<file path="src/rtl/bus_timer.sv">
// ============================================================================
// bus_timer : memory-mapped countdown timer (one-shot / auto-reload) on the
//             CPU data bus. Optional STATUS register at 0xC: TIMER_STATUS_REG_EN
// Revision  : 1.0
// ============================================================================
`default_nettype none

module bus_timer #(
  parameter logic [31:0] BASE_ADDR = 32'h0000_7F00
) (
  input  logic        clk,
  input  logic        reset,
  input  logic [31:0] addr,
  input  logic [31:0] wdata,
  input  logic [3:0]  byteen,
  output logic [31:0] rdata,
  output logic        irq
);

  typedef enum logic [1:0] {
    S_IDLE = 2'd0,
    S_LOAD = 2'd1,
    S_CNT  = 2'd2,
    S_INT  = 2'd3
  } state_t;

  state_t      state;
  logic [3:0]  ctrl;
  logic [31:0] preset;
  logic [31:0] count;
  logic        irq_flag;

  logic        hit;
  logic [1:0]  sel;
  logic        ctrl_wr;
  logic        ctrl_en_wr;
  logic        preset_sel;
  logic        auto_reload;
  logic [3:0]  ctrl_next;
  logic [31:0] preset_next;
  logic        unused_addr_bits;

  assign hit         = (addr[31:4] == BASE_ADDR[31:4]);
  assign sel         = addr[3:2];
  assign ctrl_wr     = hit && (sel == 2'd0) && (byteen != 4'b0000);
  assign ctrl_en_wr  = hit && (sel == 2'd0) && byteen[0];
  assign preset_sel  = hit && (sel == 2'd1);
  assign auto_reload = (ctrl[2:1] == 2'b01);
  assign unused_addr_bits = ^addr[1:0];

`ifdef TIMER_STATUS_REG_EN
  logic busy;
  logic status_clr;
  assign busy       = (state != S_IDLE);
  assign status_clr = hit && (sel == 2'd3) && byteen[0] && wdata[1];
`endif

  // A bus write to CTRL byte 0 overrides the one-shot EN auto-clear in INT.
  always_comb begin
    ctrl_next = ctrl;
    if (ctrl_en_wr)
      ctrl_next = wdata[3:0];
    if ((state == S_INT) && !auto_reload && !ctrl_en_wr)
      ctrl_next[0] = 1'b0;
  end

  always_comb begin
    preset_next = preset;
    for (int i = 0; i < 4; i++) begin
      if (preset_sel && byteen[i])
        preset_next[8*i +: 8] = wdata[8*i +: 8];
    end
  end

  always_ff @(posedge clk) begin
    if (reset) begin
      state    <= S_IDLE;
      ctrl     <= 4'b0;
      preset   <= 32'b0;
      count    <= 32'b0;
      irq_flag <= 1'b0;
    end else begin
      ctrl   <= ctrl_next;
      preset <= preset_next;

      case (state)
        S_IDLE: begin
          if (ctrl[0])
            state <= S_LOAD;
        end
        S_LOAD: begin
          count <= preset;
          state <= S_CNT;
        end
        S_CNT: begin
          if (!ctrl[0]) begin
            state <= S_IDLE;
          end else if (count > 32'd1) begin
            count <= count - 32'd1;
          end else begin
            count <= 32'b0;
            state <= S_INT;
          end
        end
        S_INT: begin
          state <= auto_reload ? S_LOAD : S_IDLE;
        end
        default: state <= S_IDLE;
      endcase

      // Setting in INT has priority over every clear source.
      if (state == S_INT)
        irq_flag <= 1'b1;
`ifdef TIMER_STATUS_REG_EN
      else if (ctrl_wr || auto_reload || status_clr)
`else
      else if (ctrl_wr || auto_reload)
`endif
        irq_flag <= 1'b0;
    end
  end

  always_comb begin
    rdata = 32'b0;
    if (hit) begin
      case (sel)
        2'd0: rdata = {28'b0, ctrl};
        2'd1: rdata = preset;
        2'd2: rdata = count;
`ifdef TIMER_STATUS_REG_EN
        2'd3: rdata = {30'b0, irq_flag, busy};
`else
        2'd3: rdata = 32'b0;
`endif
        default: rdata = 32'b0;
      endcase
    end
  end

  assign irq = irq_flag & ctrl[3];

endmodule

`default_nettype wire

</file>
<file path="config.mk">
export PLATFORM = sky130hd
export DESIGN_NAME = bus_timer
export DESIGN_NICKNAME = d
export VERILOG_FILES = /design/src/rtl/bus_timer.sv
export SDC_FILE = /design/constraint.sdc
export NUM_CORES = 1
export LEC_CHECK = 0
export BUFFER_PORTS_ARGS = -buffer_cell sky130_fd_sc_hd__buf_2
export CORE_UTILIZATION = 49
export DETAILED_ROUTE_END_ITERATION = 12
export GPL_TIMING_DRIVEN = 1
export PLACE_DENSITY = 0.81
export SYNTH_ARGS = -nofsm -noshare
export SYNTH_HDL_FRONTEND = slang
export SYNTH_SLANG_ARGS = --single-unit
</file>
<file path="constraint.sdc">
create_clock -name clk -period 2.4 [get_ports clk]
set_input_delay 0.36 -clock clk [delete_from_list [all_inputs] [get_ports clk]]
set_output_delay 0.36 -clock clk [all_outputs]
set_load 0.02 [all_outputs]
</file>
==> flow_summary.json <==
{
  "outcome": "complete, but fails checks",
  "violations": "setup timing",
  "totalPowerFinal_mw": 2.404,
  "synth_cells": 495,
  "crit_fanout": 6,
  "synth_largest_area_cell": "dfxtp_1",
  "dr.pass1.iters": 5,
  "coreArea_sq_mm": 0.008217,
  "cts_sinks": 71,
  "relSlewSlack": 0.5490,
  "p_int_mw": 1.874,
  "synthMostInstantiatedCell": "dfxtp_1",
  "final.fill_count": 628,
  "power_switching_uw": 530.1,
  "worst_slew_pin_slew_ns": 0.6765,
  "path_clk_slew_ns": 0.08,
  "grt_first_pass_wirelength_microns": 21320,
  "min_period_ns": 2.539,
  "area_growth_pct": 41.86,
  "design.die.area_sq_mm": 0.008858,
  "reg2reg_to": "count[6]",
  "synth_seq_cells": 71,
  "hold-worst-slack_ns": 0.2316,
  "preCtsSetupSlack_ns": -0.07248,
  "fin_skew_ns": 0.01322,
  "crit_chain": "or4_1, nor3b_1, buf_4, nand3_1, a32oi_1, o32ai_1",
  "numCtsBuffers": 9,
  "clockPowerShare": 0.463,
  "row_count": 33,
  "antennaDiodeCount": 0,
  "netSwitchingFraction": 0.2205,
  "fin_util": 0.7178,
  "hold_buffers": 0,
  "cap_violations": 0,
  "startpoint": "count[18]",
  "final-setup-viol-count": 3,
  "critPathLaunchType": "flop",
  "tns_ns": -0.1637,
  "r2r_start": "count[18]",
  "cts_buffer_depth": 2,
  "drcViolationCount": 0,
  "r2r_setup_slack_ns": -0.14,
  "fin_crit_sh": 1.058,
  "dpl.hpwl_microns": 9562,
  "first_global_vias": 4443,
  "start_util": 0.5060,
  "overflow": 0,
  "synth_top_cells_by_count": "dfxtp_1 (71), nor2_1 (56), mux2i_1 (40)",
  "hold-path-cell-count": 3,
  "rsz0062_at_grt": "yes",
  "yosysWarnings": 0,
  "grt_antenna_before_repair": 0,
  "grtUsageTotal": 0.3077,
  "postRouteAntennaNets": 0,
  "p_comb_frac": 0.047,
  "grt_max_degree": 34,
  "drt-initial-drc-count": 422,
  "wl_per_cell_microns": 19.03,
  "drive_above_1_share": 0.3510,
  "drv_slew": 0,
  "synth_ff_type": "dfxtp_1",
  "netlist_area_sq_mm": 0.004158,
  "cts.htree.levels": 3,
  "crit_slowest_cell": "or4_1",
  "synth.avg_cell_area_sq_um": 8.399,
  "via_count": 4747,
  "vias_per_cell": 6.363,
  "async_flop_share": 0,
  "nets": 708,
  "seqPwrFrac": 0.489,
  "worst_slack_ns": -0.1391,
  "cts_tree": "built",
  "slowest_delay_ns": 0.58,
  "clock_latency_ns": 0.36,
  "ys_seq_area_frac": 0.3419,
  "io_pins": 103,
  "leakage_nw": 2.525,
  "required_ns": 2.63,
  "hold_path_class": "in2reg",
  "drt-total-wl_microns": 14200,
  "routabilityCongestion": 0.9718,
  "die_h_microns": 94.12,
  "worstSetupPathType": "reg2reg",
  "die_x_microns": 94.12,
  "min_from": "wdata[6]",
  "cp-endpoint": "count[6]",
  "clockRootBuffer": "clkbuf_8",
  "yosys.cell_types.count": 66,
  "ir_drop_uv": 392.9,
  "worstPathArrival_ns": 2.77,
  "max_freq_mhz": 393.8,
  "synth_edf_count": 0,
  "reg2regPathDepth": 6,
  "powerDensity_mw_per_mm2": 407.6,
  "hold_viol_final": 0,
  "syn-num-nets": 567,
  "io_buffers": 100,
  "synth_area_leaders": "dfxtp_1 (34%), mux2i_1 (9.6%), a22o_1 (6.1%)",
  "end_kind": "flop",
  "yosys.area.top_type_share": 0.3419
}
cells by family (layout without fill, tap and decap cells):
family / count (synthesis) / count (layout) / share of synthesized area
mux: 41 / 41 / 0.09901
buf+inv: 49 / 195 / 0.04905
simple gates: 193 / 193 / 0.2591
flops: 71 / 71 / 0.3419
fa+ha+maj: 2 / 2 / 0.006018
xor+xnor: 1 / 1 / 0.002107
compound gates: 138 / 138 / 0.2429
sequential cells by signal, indices dropped and copies added (netlist names):
register,cells
count,32
preset,32
ctrl,4
state,2
irq_flag,1
layer usage:
metal | vias up | GRT usage | routed length [microns]
li1 | 2162 | - | -
met1 | 2229 | 0.3617 | 5272
met2 | 292 | 0.5487 | 6964
met3 | 64 | 0.06068 | 1506
met4 | 0 | 0.1128 | 455
met5 | - | 0 | 0
through the flow:
step,instance area [sq um],cells
3_5_place_dp,5301,721
6_report,5898,746
4_1_cts,5579,740
2_1_floorplan,4382,495
5_1_grt,5898,746
3_3_place_gp,5301,721
final cells by class:
cell class / instances / area, sq um / area share
flip-flops and latches: 71 / 1421 / 0.2410
clock inverters: 3 / 65.06 / 0.01103
inverters: 13 / 48.80 / 0.008273
multi-input cells: 375 / 2778 / 0.4709
well taps: 105 / 131.4 / 0.02227
repair buffers: 166 / 1295 / 0.2196
clock buffers: 13 / 158.9 / 0.02694
critical path: cells and delay by family (launching register included):
kind,cells,cell delay (ns)
simple gates,3,1.30
compound gates,2,0.58
flops,1,0.31
buf+inv,1,0.22
how the worst min path moves through the flow:
stage | endpoint | slack [ns]
4_1_cts | preset[24] | 0.24
3_5_place_dp | ctrl[1] | 0.47
5_1_grt | preset[8] | 0.24
3_3_place_gp | ctrl[1] | 0.46
2_1_floorplan | ctrl[3] | 0.45
6_report | preset[6] | 0.23
cells in the final DEF, fill, tap and decap left out, types with 4 or more instances in the layout:
cell type   n
a21oi_1    23
a22o_1      9
a22o_4     20
a22oi_1     6
a31oi_1    16
a32o_1      5
a32oi_1     4
and2_1      4
and3_1      9
buf_12      5
buf_2      70
buf_4      60
buf_6      27
clkbuf_8   11
dfxtp_1    71
inv_1      13
mux2i_1    40
nand2_1    28
nand3_1    20
nand3b_1    4
nand4_1     8
nor2_1     56
nor2b_1     6
nor3_1     14
nor4_1      7
nor4_2      4
nor4_4      4
o21ai_0    15
o31ai_1     4
o41ai_1     4
or4_1       6
power by group through the flow:
| stage | combinational, mW | clock, mW | sequential [mW] |
|---|---|---|---|
| after floorplan | 0.0411 | 0 | 1.20 |
| after global placement | 0.105 | 0 | 1.20 |
| after detailed placement | 0.107 | 0 | 1.20 |
| after CTS | 0.110 | 1.10 | 1.18 |
| after global routing | 0.123 | 1.17 | 1.18 |
| final | 0.114 | 1.11 | 1.18 |
what timing repair did:
item                       in CTS  in global routing
gates resized for setup         8                 59
buffers inserted                2                  3
cloned                          1                  3
setup endpoints to repair      23                 32
pin swaps                       3                  9
Power figures use the tool's default switching activity.
